**config.mk**
```make
export PLATFORM = sky130hd
export DESIGN_NAME = fifo_rd_stream_flat
export DESIGN_NICKNAME = d
export VERILOG_FILES = /design/src/rtl/fifo_rd_stream_if.sv /design/src/rtl/fifo_rd_stream.sv /design/src/flat_wrapper.sv
export SDC_FILE = /design/constraint.sdc
export NUM_CORES = 1
export LEC_CHECK = 0
export ABC_CLOCK_PERIOD_IN_PS = 1800
export BUFFER_PORTS_ARGS = -buffer_cell sky130_fd_sc_hd__buf_2
export CAP_MARGIN = 20
export CORE_UTILIZATION = 52
export CTS_CLUSTER_SIZE = 20
export DETAILED_ROUTE_END_ITERATION = 8
export PLACE_DENSITY = 0.78
export SLEW_MARGIN = 20
export SYNTH_ARGS = -nofsm -noshare
export SYNTH_HDL_FRONTEND = slang
export SYNTH_SLANG_ARGS = --single-unit
```
**constraint.sdc**
```tcl
create_clock -name clk -period 1.8 [get_ports clk]
set_input_delay 0 -clock clk [delete_from_list [all_inputs] [get_ports clk]]
set_output_delay 0 -clock clk [all_outputs]
set_load 0.005 [all_outputs]
```
**src/rtl/fifo_rd_stream_if.sv**
```systemverilog
// FIFO read port plus valid/ready output stream for fifo_rd_stream.
interface fifo_rd_stream_if #(
  parameter int unsigned DSIZE = 8
);
  logic [DSIZE-1:0] fifo_dout;
  logic             fifo_empty;
  logic             fifo_rd_en;
  logic [DSIZE-1:0] m_data;
  logic             m_valid;
  logic             m_ready;
  logic             m_last;

  // Adapter side: reads the FIFO and sources the stream
  modport master (
    input  fifo_dout, fifo_empty, m_ready,
    output fifo_rd_en, m_data, m_valid, m_last
  );

  // Environment side: the FIFO and the stream consumer
  modport slave (
    output fifo_dout, fifo_empty, m_ready,
    input  fifo_rd_en, m_data, m_valid, m_last
  );
endinterface

```
**src/rtl/fifo_rd_stream.sv**
```systemverilog
// Drains a standard-mode FIFO into a registered valid/ready stream.
// Reads are issued against credits (buffered + in-flight words), so the
// small skid buffer can never overflow and m_ready never reaches fifo_rd_en.
module fifo_rd_stream #(
  parameter int unsigned DSIZE   = 8,
  parameter int unsigned LATENCY = 1,
  parameter int unsigned PKT_LEN = 0,
  parameter int unsigned CW      = 16
) (
  input  logic             clk,
  input  logic             rst_n,
  fifo_rd_stream_if.master bus,
  output logic [CW-1:0]    beat_count
);
  localparam int unsigned BUF = LATENCY + 1;
  localparam int unsigned PW  = $clog2(BUF);
  localparam int unsigned NW  = $clog2(BUF + 1);
  localparam int unsigned IW  = (PKT_LEN > 1) ? $clog2(PKT_LEN) : 1;

  logic [DSIZE-1:0]   buf_q [BUF];
  logic [DSIZE-1:0]   buf_d [BUF];
  logic [PW-1:0]      head_q, head_d;
  logic [PW-1:0]      tail_q, tail_d;
  logic [NW-1:0]      nbuf_q, nbuf_d;
  logic [LATENCY-1:0] tag_q, tag_d;
  logic [IW-1:0]      beat_idx_q, beat_idx_d;
  logic [CW-1:0]      beat_count_q, beat_count_d;

  logic [NW-1:0]      ninf_c;
  logic [NW-1:0]      occ_c;
  logic               rd_en_c;
  logic               valid_c;
  logic               capture_c;
  logic               pop_c;

  function automatic logic [PW-1:0] ptr_inc(input logic [PW-1:0] p);
    return (p == PW'(BUF - 1)) ? '0 : p + PW'(1);
  endfunction

  // Credit check: buffered plus in-flight words; this cycle's pop is not credited
  always_comb begin
    ninf_c = '0;
    for (int i = 0; i < int'(LATENCY); i++) begin
      ninf_c = ninf_c + NW'(tag_q[i]);
    end
    occ_c   = nbuf_q + ninf_c;
    rd_en_c = !bus.fifo_empty && (occ_c < NW'(BUF)) && rst_n;
  end

  assign valid_c   = (nbuf_q != '0);
  assign capture_c = tag_q[LATENCY-1];
  assign pop_c     = valid_c && bus.m_ready;

  // Next state: tag shift, capture at tail, pop at head, beat counters
  always_comb begin
    buf_d        = buf_q;
    head_d       = head_q;
    tail_d       = tail_q;
    nbuf_d       = nbuf_q;
    beat_idx_d   = beat_idx_q;
    beat_count_d = beat_count_q;
    tag_d        = LATENCY'({tag_q, rd_en_c});

    if (capture_c) begin
      buf_d[tail_q] = bus.fifo_dout;
      tail_d        = ptr_inc(tail_q);
    end

    if (pop_c) begin
      head_d       = ptr_inc(head_q);
      beat_count_d = beat_count_q + CW'(1);
      if (PKT_LEN > 1) begin
        beat_idx_d = (beat_idx_q == IW'(PKT_LEN - 1)) ? '0 : beat_idx_q + IW'(1);
      end
    end

    if (capture_c && !pop_c) begin
      nbuf_d = nbuf_q + NW'(1);
    end else if (!capture_c && pop_c) begin
      nbuf_d = nbuf_q - NW'(1);
    end
  end

  // State registers; reset also drops any reads still in flight
  always_ff @(posedge clk or negedge rst_n) begin
    if (!rst_n) begin
      buf_q        <= '{default: '0};
      head_q       <= '0;
      tail_q       <= '0;
      nbuf_q       <= '0;
      tag_q        <= '0;
      beat_idx_q   <= '0;
      beat_count_q <= '0;
    end else begin
      buf_q        <= buf_d;
      head_q       <= head_d;
      tail_q       <= tail_d;
      nbuf_q       <= nbuf_d;
      tag_q        <= tag_d;
      beat_idx_q   <= beat_idx_d;
      beat_count_q <= beat_count_d;
    end
  end

  assign bus.fifo_rd_en = rd_en_c;
  assign bus.m_valid    = valid_c;
  assign bus.m_data     = buf_q[head_q];
  assign bus.m_last     = (PKT_LEN != 0) && valid_c && (beat_idx_q == IW'(PKT_LEN - 1));
  assign beat_count     = beat_count_q;
endmodule
```
**src/flat_wrapper.sv**
```systemverilog
// flat-port wrapper written by rule: the top's interface ports become plain ports
module fifo_rd_stream_flat 
#(
  parameter int unsigned DSIZE   = 8,
  parameter int unsigned LATENCY = 1,
  parameter int unsigned PKT_LEN = 0,
  parameter int unsigned CW      = 16
)
  (clk, rst_n, beat_count, bus_fifo_dout, bus_fifo_empty, bus_m_ready, bus_fifo_rd_en, bus_m_data, bus_m_valid, bus_m_last);
  fifo_rd_stream_if #(.DSIZE(DSIZE)) bus_i ();
  input  logic clk;
  input  logic rst_n;
  output logic [CW-1:0] beat_count;
  input wire logic [$bits(bus_i.fifo_dout)-1:0] bus_fifo_dout;
  input wire logic [$bits(bus_i.fifo_empty)-1:0] bus_fifo_empty;
  input wire logic [$bits(bus_i.m_ready)-1:0] bus_m_ready;
  output wire logic [$bits(bus_i.fifo_rd_en)-1:0] bus_fifo_rd_en;
  output wire logic [$bits(bus_i.m_data)-1:0] bus_m_data;
  output wire logic [$bits(bus_i.m_valid)-1:0] bus_m_valid;
  output wire logic [$bits(bus_i.m_last)-1:0] bus_m_last;
  assign bus_i.fifo_dout = bus_fifo_dout;
  assign bus_i.fifo_empty = bus_fifo_empty;
  assign bus_i.m_ready = bus_m_ready;
  assign bus_fifo_rd_en = bus_i.fifo_rd_en;
  assign bus_m_data = bus_i.m_data;
  assign bus_m_valid = bus_i.m_valid;
  assign bus_m_last = bus_i.m_last;
  fifo_rd_stream #(.DSIZE(DSIZE), .LATENCY(LATENCY), .PKT_LEN(PKT_LEN), .CW(CW)) u_core (.clk(clk), .rst_n(rst_n), .bus(bus_i), .beat_count(beat_count));
endmodule
```
==> impl_summary.log <==
INFO  metric status = finished clean
INFO  metric die_area = 3380 sq um
INFO  metric route.antenna.remaining_nets = 0
INFO  metric num-nets-final = 191
INFO  metric post_synthesis_net_count = 137
INFO  metric internal-power = 0.00196 W
INFO  metric floorplan.initialDensity = 56.9%
INFO  metric floorplan.io_pins = 39
INFO  metric pwr-share-seq = 48.2%
INFO  metric cts_tree = done
INFO  metric cellPowerDensity = 1400 nW/um^2
INFO  metric grt_remaining_overflow = 0
INFO  metric dominant_register_cell_in_the_synthesized_netlist = sky130_fd_sc_hd__dfrtp_1
INFO  metric antennaDiodeCount = 0
INFO  metric hold_viol_final = 0
INFO  metric cp_max_fo = 6
INFO  metric critical_path.endpoint_type = register
INFO  metric area_growth_syn_to_layout = 26.1%
INFO  metric grt_pass1_vias = 1095
INFO  metric grt_first_pass_wirelength = 4840 microns
INFO  metric vias = 1106
INFO  metric setup_tns = 0 ns
INFO  metric detailedRoute.firstPassIterationCount = 4
INFO  metric syn-cell-area = 1640 sq um
INFO  metric cts.root.buffer_cell = sky130_fd_sc_hd__clkbuf_4
INFO  metric dominant_cells_by_area_after_synthesis = sky130_fd_sc_hd__dfrtp_1 57%, sky130_fd_sc_hd__mux2_1 17%, sky130_fd_sc_hd__xnor2_1 8.6%
INFO  metric layout-drive-gt1-share = 29.8%
INFO  metric die_y = 58.1 microns
INFO  metric antenna_found_initial = 0
INFO  metric worst-setup-path-type = register to register
INFO  metric syn_inst = 123
INFO  metric ys_ff_latch = 37
INFO  metric cp-start-kind = register
INFO  metric gp_routability_congestion = 0.754
INFO  metric final_min_period_over_clock_period = 83.0%
INFO  metric clk_pin_slew_worst_paths = 0.12 ns
INFO  metric maximum_number_of_pins_on_one_net_before_global_route_repair = 38
INFO  metric synth_warnings = 0
INFO  metric post-route-min-period = 1.49 ns
INFO  metric max-clock-path-buffers = 2
INFO  metric async_flop_share = 100%
INFO  metric worstPathRequired = 2.06 ns
INFO  metric p_switching = 0.000930 W
INFO  metric pwr-share-clk = 19.9%
INFO  metric power.static_leakage = 1.00 nW
INFO  metric routedWlPerCell = 13.1 microns
INFO  metric yosys.area.top_type = sky130_fd_sc_hd__dfrtp_1
INFO  metric numClockSinks = 37
INFO  metric grt.total_usage = 19.6%
INFO  metric placedInstanceArea = 1880 sq um
INFO  metric achievable-frequency = 670 MHz
INFO  metric synth_edf_count = 0
INFO  metric worstHoldPathType = input port to register
INFO  metric die_width = 58.1 microns
INFO  metric crit_path_max_delay_cell_type = sky130_fd_sc_hd__dfrtp_1
INFO  metric hpwlAfterDp = 2060 microns
INFO  metric cts-buffers-inserted = 5
INFO  metric insertion_delay_to_the_later_sink_of_the_worst_skew_pair = 0.34 ns
INFO  metric power.ir.vdd_worst = 0.000794 V
INFO  metric number_of_endpoints_failing_setup_at_the_final_stage = 0
INFO  metric rsz0062_at_grt = false
INFO  metric cts_max_level = 2
INFO  metric core.rowCount = 19
INFO  metric io_buffers = 37
INFO  metric totalPowerFinal = 0.00289 W
INFO  metric combinationalPowerShare = 32.0%
INFO  metric top_area_cell_type_share_of_the_netlist_area = 56.6%
INFO  metric syn-mean-instance-area = 13.3 sq um
INFO  metric finalWirelength = 2890 microns
INFO  metric drv_cap = 0
INFO  metric crit_arrival = 1.75 ns
INFO  metric cts-resized-gates = 0
INFO  metric critical_path.max_stage_delay = 0.47 ns
INFO  metric most_used_cells_in_the_layout_excluding_fill_and_tap_cells = 37 x sky130_fd_sc_hd__buf_2, 37 x sky130_fd_sc_hd__dfrtp_1, 24 x sky130_fd_sc_hd__mux2_1, 16 x sky130_fd_sc_hd__xnor2_1
INFO  metric synth_cell_type_count = 21
INFO  metric synth-seq-area-share = 56.6%
INFO  metric pins_over_slew_limit = 0
INFO  metric remaining_drc_errors = 0
INFO  metric final_area = 2060 sq um
INFO  metric core = 2880 sq um
INFO  metric drt_iter0_markers = 11
INFO  metric finClkSkew = 0.0146 ns
INFO  metric routed_via_density = 5.03
INFO  metric crit_path_cell_trace = o21a_4, inv_4, ha_1, nor2_1, xor2_1
INFO  metric power.share.switching = 32.2%
## registers in the layout, summed over array words and instances, names as in the netlist
name / flops
u_core.tail_q: 1
u_core.beat_count: 16
u_core.capture_c: 1
u_core.head_q: 1
u_core.nbuf_q: 2
u_core.buf_q: 16
## Yosys cell counts (all sizes together) (2+ instances only)
cell type,n
or2,2
nand4,4
and3,5
nor2,3
nand2,10
buf,3
dfrtp,37
ha,2
mux2,24
nand3,6
xnor2,16
xor2,5
## worst max-delay path: cells and delay by family, from the launching register on
| family | cells | cell delay [ns] |
|---|---|---|
| xor gates and xnor gates | 1 | 0.16 |
| adders and majority gates | 1 | 0.27 |
| buffers and inverters | 1 | 0.11 |
| AOI/OAI and AO/OA | 1 | 0.27 |
| DFF | 1 | 0.47 |
| and+or+nand+nor | 1 | 0.14 |
## power groups by stage
stage | clock network, W | registers (W) | logic (W)
global placement | 0 | 0.00138 | 0.000878
finish | 0.000574 | 0.00139 | 0.000924
detailed placement | 0 | 0.00141 | 0.000916
floorplan | 0 | 0.00132 | 0.000616
global route | 0.000634 | 0.00144 | 0.00102
CTS | 0.000588 | 0.00139 | 0.000942
## repair_timing
action | CTS | global route
hold endpoints to repair | 54 | 0
hold buffers | 10 | 0
buffers inserted | 0 | 0
## per-stage QoR
step                      worst slack (ns)  util, %  std cells  hold WS, ns
after floorplan                      0.432        -        123       -0.296
after global placement               0.393     65.3        202        0.110
after detailed placement             0.347     65.3        202        0.110
after CTS                            0.303     71.7        220       0.0315
after global routing                 0.180     71.7        220      0.00991
final                                0.307     71.7        220       0.0452
## final cells by class
type	instances	area [sq um]
Fill cell	226	813
Inverter	1	6.26
Clock buffer	5	37.5
Timing Repair Buffer	50	308
Clock inverter	3	46.3
Multi-Input combinational cell	82	687
Tap cell	42	52.6
Sequential cell	37	926
## logic make-up (layout without fill, tap and decap cells)
| group | after synthesis | in the layout | share of synthesized area, % |
|---|---|---|---|
| compound gates | 1 | 1 | 0.917 |
| xor+xnor | 21 | 21 | 11.2 |
| fa+ha+maj | 2 | 2 | 1.53 |
| buf+inv | 4 | 59 | 1.45 |
| flops | 37 | 37 | 56.6 |
| mux | 24 | 24 | 16.5 |
| other cells | 1 | 1 | 0.229 |
| simple gates | 33 | 33 | 11.5 |
## routing by layer
layer / routed length (microns) / global-route usage, % / vias up
met1: 1300 / 24.4 / 547
met4: 19 / 5.44 / 0
met3: 165 / 7.59 / 2
li1: - / - / 525
met2: 1400 / 31.9 / 32
met5: 0 / 0 / -
## final timing paths
check,start,end,slack (ns),depth (start not counted)
min,bus_m_ready,u_core.beat_count[1],0.05,4
max,u_core.nbuf_q[0],u_core.nbuf_q[1],0.31,5
max in group asynchronous,rst_n,u_core.buf_q[9],1.21,3
min in group asynchronous,rst_n,u_core.buf_q[11],0.27,3
min reg2reg,u_core.beat_count[15],u_core.beat_count[15],0.47,1
max reg2reg,u_core.nbuf_q[0],u_core.nbuf_q[1],0.31,5
Note: power is estimated with default switching activity, not from simulation.
